===== src/rtl/ps2_key_frontend.sv =====
// PS/2 keyboard front end: deframes scan codes, strips E0/F0 prefixes and
// tracks the held make code plus the mode chosen by the function keys.
module ps2_key_frontend #(
    parameter int          FILTER_LEN = 8,
    parameter int          TIMEOUT    = 100000,
    parameter logic [7:0]  KEY_MANUAL = 8'h05,
    parameter logic [7:0]  KEY_PLAY   = 8'h06,
    parameter logic [7:0]  KEY_REC    = 8'h04
) (
    input  logic       clk,
    input  logic       reset,
    input  logic       ps2_clk,
    input  logic       ps2_data,
    output logic [7:0] data,
    output logic [1:0] released,
    output logic       key_valid,
    output logic       frame_err
);

    localparam int FW = $clog2(FILTER_LEN + 1);
    localparam int TW = $clog2(TIMEOUT + 1);

    typedef enum logic [1:0] {IDLE, DATA, PARITY, STOP} state_t;

    logic [1:0]    clk_sync;
    logic [1:0]    data_sync;
    logic [FW-1:0] filt_cnt;
    logic          filt_clk;
    logic          fall;
    state_t        state;
    state_t        state_next;
    logic [2:0]    bit_cnt;
    logic [7:0]    shift;
    logic          par_bit;
    logic [TW-1:0] tmo_cnt;
    logic          timeout_hit;
    logic          byte_done;
    logic          err_det;
    logic [7:0]    byte_q;
    logic          ext;
    logic          brk;

    // The lines idle high, so the synchronizers and filter start high to avoid a false edge.
    always_ff @(posedge clk or posedge reset) begin
        if (reset) begin
            clk_sync  <= 2'b11;
            data_sync <= 2'b11;
        end else begin
            clk_sync  <= {clk_sync[0], ps2_clk};
            data_sync <= {data_sync[0], ps2_data};
        end
    end

    always_ff @(posedge clk or posedge reset) begin
        if (reset) begin
            filt_cnt <= '0;
            filt_clk <= 1'b1;
            fall     <= 1'b0;
        end else begin
            fall <= 1'b0;
            if (clk_sync[1] == filt_clk) begin
                filt_cnt <= '0;
            end else if (filt_cnt == FW'(FILTER_LEN - 1)) begin
                filt_clk <= clk_sync[1];
                filt_cnt <= '0;
                fall     <= filt_clk;
            end else begin
                filt_cnt <= filt_cnt + 1'b1;
            end
        end
    end

    assign timeout_hit = (state != IDLE) && !fall && (tmo_cnt == TW'(TIMEOUT - 1));

    always_ff @(posedge clk or posedge reset) begin
        if (reset) begin
            tmo_cnt <= '0;
        end else if (fall || state == IDLE || timeout_hit) begin
            tmo_cnt <= '0;
        end else begin
            tmo_cnt <= tmo_cnt + 1'b1;
        end
    end

    always_comb begin
        state_next = state;
        if (timeout_hit) begin
            state_next = IDLE;
        end else if (fall) begin
            case (state)
                IDLE:    if (!data_sync[1]) state_next = DATA;
                DATA:    if (bit_cnt == 3'd7) state_next = PARITY;
                PARITY:  state_next = STOP;
                STOP:    state_next = IDLE;
                default: state_next = IDLE;
            endcase
        end
    end

    always_ff @(posedge clk or posedge reset) begin
        if (reset) begin
            state     <= IDLE;
            bit_cnt   <= '0;
            shift     <= '0;
            par_bit   <= 1'b0;
            byte_done <= 1'b0;
            err_det   <= 1'b0;
            byte_q    <= '0;
        end else begin
            state     <= state_next;
            byte_done <= 1'b0;
            err_det   <= 1'b0;
            if (timeout_hit) begin
                err_det <= 1'b1;
            end else if (fall) begin
                case (state)
                    IDLE:   bit_cnt <= '0;
                    DATA: begin
                        shift[bit_cnt] <= data_sync[1];
                        bit_cnt        <= bit_cnt + 1'b1;
                    end
                    PARITY: par_bit <= data_sync[1];
                    STOP: begin
                        if (data_sync[1] && (^{shift, par_bit})) begin
                            byte_done <= 1'b1;
                            byte_q    <= shift;
                        end else begin
                            err_det <= 1'b1;
                        end
                    end
                    default: ;
                endcase
            end
        end
    end

    // Error and byte results share one output stage, so the two pulses can never coincide.
    always_ff @(posedge clk or posedge reset) begin
        if (reset) begin
            data      <= '0;
            released  <= '0;
            key_valid <= 1'b0;
            frame_err <= 1'b0;
            ext       <= 1'b0;
            brk       <= 1'b0;
        end else begin
            key_valid <= 1'b0;
            frame_err <= 1'b0;
            if (err_det) begin
                frame_err <= 1'b1;
                ext       <= 1'b0;
                brk       <= 1'b0;
            end else if (byte_done) begin
                key_valid <= 1'b1;
                if (byte_q == 8'hE0) begin
                    if (!ext) ext <= 1'b1;
                end else if (byte_q == 8'hF0) begin
                    brk <= 1'b1;
                end else begin
                    ext <= 1'b0;
                    brk <= 1'b0;
                    if (brk) begin
                        if (byte_q == data) data <= 8'h00;
                    end else if (byte_q == KEY_MANUAL) begin
                        released <= 2'd0;
                    end else if (byte_q == KEY_PLAY) begin
                        released <= 2'd1;
                    end else if (byte_q == KEY_REC) begin
                        released <= 2'd2;
                    end else begin
                        data <= byte_q;
                    end
                end
            end
        end
    end

endmodule


===== config.mk =====
export PLATFORM = sky130hd
export DESIGN_NAME = ps2_key_frontend
export DESIGN_NICKNAME = d
export VERILOG_FILES = /design/src/rtl/ps2_key_frontend.sv
export SDC_FILE = /design/constraint.sdc
export NUM_CORES = 1
export LEC_CHECK = 0
export BUFFER_PORTS_ARGS = -buffer_cell sky130_fd_sc_hd__buf_2
export CAP_MARGIN = 20
export CORE_UTILIZATION = 50
export CTS_CLUSTER_SIZE = 8
export DETAILED_ROUTE_END_ITERATION = 12
export HOLD_SLACK_MARGIN = 0.1
export PLACE_DENSITY = 0.67
export SLEW_MARGIN = 40
export SYNTH_ARGS = -nofsm -noshare
export SYNTH_HDL_FRONTEND = slang
export SYNTH_SLANG_ARGS = --single-unit

===== constraint.sdc =====
create_clock -name clk -period 1.7 [get_ports clk]
set_input_delay 0.17 -clock clk [delete_from_list [all_inputs] [get_ports clk]]
set_output_delay 0.17 -clock clk [all_outputs]
set_load 0.05 [all_outputs]

==> metrics.md, run 1 <==
| Metric | Value |
|---|---|
| Status | `complete, but fails checks` |
| Violated checks | `setup timing` |
| Initial Util | `between 50% and 60%` |
| Die Wd | `slightly below 80 um` |
| Hold Crit Depth | `0` |
| Combinational power share | `a little over an eighth` |
| Grt total ovfl | `0` |
| Post-synth top area share | `between 40% and 50%` |
| Count leader, synth | `dfrtp_1` |
| Layout cells sized above 1 | `35.4%` |
| Crit path kind | `reg2reg` |
| Area leader, netlist | `dfrtp_1` |
| Final period utilization | `111%` |
| EDFF count, synth | `0` |
| R2r setup slk | `-190 ps` |
| Total Wirelength | `5410 um` |
| Antenna viol nets, final | `0` |
| Relative slew slack | `57.9%` |
| Syn_nets | `between 200 and 300` |
| DR vias | `a little over 2000` |
| Sw frac | `a little over a quarter` |
| Post-Synthesis Cells | `258` |
| Most frequent cells after synthesis | `dfrtp_1, nor2_1, xor2_1` |
| Clock Sinks | `64` |
| P_leak | `1.91 nW` |
| Hold Fails Final Rpt | `0` |
| Antenna diode instance count | `0` |
| Dpl hpwl | `3750 um` |
| Rows | `27` |
| Fmax | `0.530 GHz` |
| Clock tree buffer depth | `2` |
| Worst setup margin | `-188 ps` |
| Final core occ | `between 60% and 70%` |
| Port bufs | `15` |
| Max Cap Viol | `0` |
| Vias in the first global route | `around 2000` |
| Full die area | `around 6300 um^2` |
| Startpoint types | `register` |
| DR DRC count | `0` |
| Area added between synthesis and finish | `25.8%` |
| Clock root cell | `clkbuf_8` |
| TritonCTS clock tree | `built` |
| RSZ-0062 raised after global routing | `yes` |
| Top post-synthesis cells by area | `dfrtp_1, mux2_2, xor2_1, dfstp_2, ha_1` |
| R2R Path Start | `shift[3]$_DFFE_PP0P_` |
| # setup viols final | `18` |
| Arr. time, crit path | `around 2100 ps` |
| WL/cell | `approximately 14 um` |
| Floorplan core area | `~5600 um^2` |
| Clk slew on worst S/H paths | `around 60 ps` |
| CP required | `~1900 ps` |
| Worst Skew | `9.03 ps` |
| Critical Path End Type | `register` |
| Top Ports | `16` |
| Register area share after synthesis | `53.4%` |
| First-pass GRT wire length | `just over 9000 um` |
| Worst slew pin tran | `roughly 630 ps` |
| Pwr dens | `slightly above 900 nW/um^2` |
| Worst skew pair latency | `between 300 and 400 ps` |
| H-tree lvl count | `3` |
| Switching power of the nets | `between 0.9 and 1 mW` |
| Pint | `2.55 mW` |
| TritonCTS buffer count | `9` |
| VDD IR-drop max | `between 0.5 and 0.6 mV` |
| Ys flop type | `dfrtp_1` |
| Initial DRC count | `71` |
| Hold EP | `data_sync[1]$_DFF_PP1_` |
| Pins Over Slew Limit | `0` |
| Register-to-Register Path Depth | `5` |
| Avg Vias per Cell | `between 5 and 6` |
| Flops & latches, synth | `between 60 and 70` |
| Initial antenna violation count | `0` |
| Hold Startpoint | `data_sync[0]$_DFF_PP1_` |
| Clock share of power | `a little over a third` |
| Yosys warns | `0` |
| Flop pwr share | `between 50% and 60%` |
| Worst flop-to-flop path endpoint | `byte_q[2]$_DFFE_PP0P_` |
| Yosys cell types | `42` |
| Die height | `79.6 um` |
| Total Power | `3.45 mW` |
| GRT Total Usage | `19.2%` |
| Largest net degree at the start of global routing | `27` |
| Mapped Area | `approximately 3000 um^2` |
| Post-Syn Area per Cell | `approximately 12 um^2` |
| Layout Nets | `between 300 and 400` |
| Worst-path maximum fanout | `9` |
| GPL Wtd Cong | `between 0.7 and 0.8` |
| Async set-reset flop share out of synthesis | `between 90% and 100%` |
| Drt pass-1 iters | `4` |
| Tmin final | `around 1900 ps` |
| Hold crit path type | `reg2reg` |
-- flip-flops by register name, indices dropped and copies added (netlist names) --
signal / cells
bit_cnt: 3
data: 8
released: 2
par_bit: 1
data_sync: 2
clk_sync: 2
filt_cnt: 4
byte_done: 1
key_valid: 1
state: 2
fall: 1
byte_q: 8
shift: 8
frame_err: 1
brk: 1
filt_clk: 1
err_det: 1
tmo_cnt: 17
-- kinds of logic (layout without fill, tap and decap cells) --
logic type / count (synthesis) / after routing / share of synthesized area (%)
simple gates: 91 / 91 / 16.3
flops: 64 / 64 / 53.4
xor+xnor: 32 / 32 / 10.0
compound gates: 29 / 29 / 6.65
mux: 22 / 22 / 8.81
buf+inv: 12 / 79 / 1.54
fa+ha+maj: 8 / 8 / 3.33
-- routing by layer --
layer / track usage [%] / wire [um] / vias up
met1: 23.8 / 2550 / 965
li1: - / - / 1020
met2: 30.3 / 2580 / 30
met5: 0 / 0 / -
met3: 6.63 / 216 / 7
met4: 8.36 / 59 / 0
-- power groups by stage --
stage	sequential (mW)	clock [mW]	combinational [mW]
6_report	1.74	1.26	0.451
5_1_grt	1.76	1.36	0.520
4_1_cts	1.74	1.30	0.454
3_5_place_dp	1.77	0	0.444
3_3_place_gp	1.76	0	0.433
2_1_floorplan	1.75	0	0.341
-- critical path: stages, from the launching register on --
cell	delay, ps
dfrtp_1	390
xnor2_1	160
xnor3_1	450
xnor2_2	200
nand4_4	220
mux2_4	360
-- cells in the final DEF (no fill, tap or decap), drive strengths merged, types with 2 or more instances in the layout --
master       count
a211oi           3
a21oi            3
a31o             2
a32o             2
and2             2
buf             51
clkbuf          12
clkinv           3
dfrtp           59
dfstp            5
dlygate4sd3      3
ha               8
inv              8
mux2            21
nand2           17
nand2b           2
nand3            9
nand3b           3
nand4            5
nor2            22
nor2b           11
nor3             6
nor3b            3
nor4             4
o21ai           11
o22ai            2
o31ai            6
xnor2           11
xor2            20
-- how the worst max path moves through the flow --
stage | depth (start not counted) | slack (ps) | end | startpoint
floorplan | 5 | -220 | data[0]$_DFFE_PP0P_ | data[6]$_DFFE_PP0P_
global placement | 5 | -240 | data[5]$_DFFE_PP0P_ | byte_q[7]$_DFFE_PP0P_
detailed placement | 5 | -270 | data[2]$_DFFE_PP0P_ | byte_q[7]$_DFFE_PP0P_
CTS | 5 | -210 | byte_q[2]$_DFFE_PP0P_ | shift[3]$_DFFE_PP0P_
global route | 5 | -340 | byte_q[5]$_DFFE_PP0P_ | shift[3]$_DFFE_PP0P_
finish | 5 | -190 | byte_q[2]$_DFFE_PP0P_ | shift[3]$_DFFE_PP0P_
-- cell type report --
type / instances / area, um^2
Fill cell: 439 / 1850
Timing Repair Buffer: 54 / 412
Inverter: 9 / 37.5
Clock buffer: 12 / 145
Clock inverter: 4 / 45.0
Tap cell: 72 / 90.1
Sequential cell: 64 / 1620
Multi-Input combinational cell: 182 / 1440
-- metrics by stage --
stage	area, um^2	cells	setup slack [ps]	hold slack, ps	setup TNS [ps]
after floorplan	3040	258	-224	174	-2540
after global placement	3440	371	-240	275	-3600
after detailed placement	3440	371	-271	277	-3850
after CTS	3760	396	-215	357	-3160
after global routing	3790	397	-339	358	-5050
final	3790	397	-188	356	-2910
-- repair_timing --
item                                   in CTS  in global routing
gates cloned                                0                  0
setup endpoints to repair                  18                 26
gates resized for setup                    15                  5
setup buffers                               6                  1
hold buffers                                3                  0
pin swaps                                   7                  4
endpoints found under the hold margin      26                  0
Power figures use the tool's default switching activity.
==> inputs of run 2 (changes only) <==
ABC_AREA = 1   (was default)
==> metrics.md, run 2 <==
| Metric | Value |
|---|---|
| Top post-synthesis cells by area | `dfrtp_1, nand2_1, inv_1, nor2_1, dfstp_2` |
| Total Wirelength | `6590 um (+22%)` |
| CP max stage delay | `420 ps (-30 ps)` |
| Avg Vias per Cell | `5.20 (+2.1%)` |
| Grt total ovfl | `0 (unchanged)` |
| Arr. time, crit path | `1770 ps (-340 ps)` |
| # setup viols final | `0 (-18)` |
| Pwr dens | `779 nW/um^2 (-14%)` |
| Worst setup path startpoint | `tmo_cnt[14]$_DFF_PP0_` |
| Drt pass-1 iters | `4 (unchanged)` |
| Register-to-Register Path Depth | `7 (+2)` |
| Largest net degree at the start of global routing | `32 (+19%)` |
| Biggest register | `tmo_cnt` |
| Worst skew pair latency | `340 ps (about the same)` |
| Setup_tns | `0 ps (+2910 ps)` |
| Hold Fails Final Rpt | `0 (unchanged)` |
| Syn_nets | `419 (+55%)` |
| Post-synth top area share | `44.6% (-4.4 points)` |
| Worst slew pin tran | `433 ps (-198 ps)` |
| Xor/xnor share of the synthesized area | `2.91% (-7.1 points)` |
| Floorplan core area | `6390 um^2 (+13%)` |
| Final period utilization | `90.8% (-20 points)` |
| Most frequent cells after synthesis | `nand2_1, dfrtp_1, inv_1` |
| Post-Synthesis Cells | `407 (+58%)` |
| Mapped Area | `3310 um^2 (+9.9%)` |
| Clock Sinks | `64 (unchanged)` |
| Count leader, synth | `nand2_1` |
| Tmin final | `1540 ps (-344 ps)` |
| R2r setup slk | `160 ps (+340 ps)` |
| Die Wd | `83.4 um (+4.7%)` |
| Hold Crit Depth | `0 (unchanged)` |
| Yosys cell types | `34 (-19%)` |
| Max Cap Viol | `0 (unchanged)` |
| Status | `completed` |
| Commonest non-fill, non-tap cell in the layout | `nand2_1` |
| Flops & latches, synth | `64 (unchanged)` |
| GPL Wtd Cong | `0.915 (+17%)` |
| First-pass GRT wire length | `11700 um (+28%)` |
| TritonCTS buffer count | `9 (unchanged)` |
| Yosys warns | `0 (unchanged)` |
| Die height | `83.4 um (+4.7%)` |
| Worst Skew | `4.87 ps (-4.17 ps)` |
| Pins Over Slew Limit | `0 (unchanged)` |
| Hold crit path type | `reg2reg` |
| H-tree lvl count | `3 (unchanged)` |
| Area leader, netlist | `dfrtp_1` |
| Max reg flops | `17 (unchanged)` |
| RSZ-0062 raised after global routing | `no` |
| Ys flop type | `dfrtp_1` |
| Initial Util | `51.8% (-1.5 points)` |
| DR vias | `2719 (+34%)` |
| Crit path kind | `reg2reg` |
| CP required | `1930 ps (about the same)` |
| Port bufs | `15 (unchanged)` |
| Hold EP | `clk_sync[1]$_DFF_PP1_` |
| Most used cell, CP | `nand4_1` |
| CP cell instances | `inv_1 -> nand4_1 -> nor2_1 -> nand4_1 -> nand2_1 -> buf_4 -> nor3_1` |
| Top Ports | `16 (unchanged)` |
| Largest family of logic cells by synthesized area | `simple AND/OR/NAND/NOR gates` |
| Dpl hpwl | `4770 um (+27%)` |
| Antenna diode instance count | `0 (unchanged)` |
| Layout Nets | `454 (+37%)` |
| Clk slew on worst S/H paths | `70 ps (about the same)` |
| Synth Area in Adders | `3.02% (-0.30 points)` |
| Full die area | `6950 um^2 (+9.7%)` |
| Startpoint types | `register` |
| Clock root cell | `clkbuf_8` |
| Fin cells | `523 (+32%)` |
| Relative slew slack | `71.1% (+13 points)` |
| TritonCTS clock tree | `built` |
| Area added between synthesis and finish | `13.9%` |
| GRT Total Usage | `21.0% (+1.8 points)` |
| Critical Path End Type | `register` |
| EDFF count, synth | `0 (unchanged)` |
| Critical Path Slowest Stage Cell | `dfrtp_1` |
| P_leak | `1.85 nW (-2.7%)` |
| Layout cells sized above 1 | `15.9% (-19 points)` |
| WL/cell | `12.6 um (-7.6%)` |
| Antenna viol nets, final | `0 (unchanged)` |
| Most frequent cells in the layout | `nand2_1, dfrtp_1, inv_1` |
| Register area share after synthesis | `48.6% (-4.8 points)` |
| Hold Startpoint | `clk_sync[0]$_DFF_PP1_` |
| Vias in the first global route | `2606 (+31%)` |
| Placed cell count | `503 (+36%)` |
| R2R Path Start | `tmo_cnt[14]$_DFF_PP0_` |
| DR DRC count | `0 (unchanged)` |
| Rows | `29 (+7.4%)` |
| Worst-path maximum fanout | `14 (+5)` |
| Worst flop-to-flop path endpoint | `tmo_cnt[14]$_DFF_PP0_` |
| Clock tree buffer depth | `2 (unchanged)` |
| Async set-reset flop share out of synthesis | `100% (unchanged)` |
| Post-synthesis compound-gate area fraction | `7.03% (+0.38 points)` |
| Simple-gate share of the synthesized area | `31.4% (+15 points)` |
| Fmax | `0.648 GHz (+22%)` |
| Initial DRC count | `253 (+260%)` |
| Post-Syn Area per Cell | `8.13 um^2 (-30%)` |
| VDD IR-drop max | `0.611 mV (+10%)` |
| Multiplexer share of the synthesized area | `0% (-8.8 points)` |
| Initial antenna violation count | `0 (unchanged)` |
-- run 2: final cells by class --
type	instances	area [um^2]
Clock buffer	11	151
Inverter	56	214
Tap cell	77	96.3
Fill cell	583	2620
Clock inverter	4	20.0
Timing Repair Buffer	28	193
Sequential cell	64	1610
Multi-Input combinational cell	283	1490
-- run 2: report_power, final --
group / switching (mW) / leakage (nW) / total (mW) / internal [mW]
combinational: 0.0898 / 0.886 / 0.149 / 0.0590
sequential: 0.0355 / 0.875 / 1.61 / 1.58
clock: 0.585 / 0.0947 / 1.18 / 0.590
total: 0.711 / 1.85 / 2.94 / 2.23
-- run 2: worst max-delay path by stage --
stage / to / slack (ps) / depth (start not counted)
finish: tmo_cnt[14]$_DFF_PP0_ / 160 / 7
global placement: state[0]$_DFFE_PP0P_ / 150 / 8
CTS: state[1]$_DFFE_PP0P_ / 50 / 8
detailed placement: state[1]$_DFFE_PP0P_ / 60 / 8
global route: data[0]$_DFFE_PP0P_ / 10 / 7
floorplan: data[6]$_DFFE_PP0P_ / 270 / 7
-- run 2: metal layers --
metal,GRT usage [%],wire [um],up-vias
met1,28.8,3240,1265
met3,3.58,189,8
li1,-,-,1395
met5,0,0,-
met2,32.0,3040,51
met4,10.8,108,0
-- run 2: cell families (layout without fill, tap and decap cells) --
logic type	after synthesis	after routing
xor+xnor	11	11
fa+ha+maj	8	8
buf+inv	60	99
flops	64	64
compound gates	41	41
simple gates	223	223
-- run 2: through the flow --
step / hold slack (ps) / util [%] / area, um^2 / power [mW] / setup slack, ps
3_5_place_dp: 201 / 55.3 / 3530 / 1.79 / 60.5
2_1_floorplan: 174 / - / 3310 / 1.74 / 269
3_3_place_gp: 198 / 55.3 / 3530 / 1.78 / 150
5_1_grt: 358 / 59.0 / 3770 / 3.06 / 14.0
6_report: 356 / 59.0 / 3770 / 2.94 / 156
4_1_cts: 357 / 58.5 / 3740 / 2.97 / 52.6
-- run 2: worst max-delay path, delay by kind of cell (launching register included) --
kind / cells / cell delay, ps
flip-flops: 1 / 420
buffers and inverters: 2 / 320
AND/OR/NAND/NOR: 5 / 680
-- run 2: repair_timing --
item                                    in CTS  in global routing
setup buffers                                0                  2
resized for setup                            0                  4
hold endpoints to repair                    14                  0
hold buffers                                 3                  0
endpoints found under the setup margin       0                  6
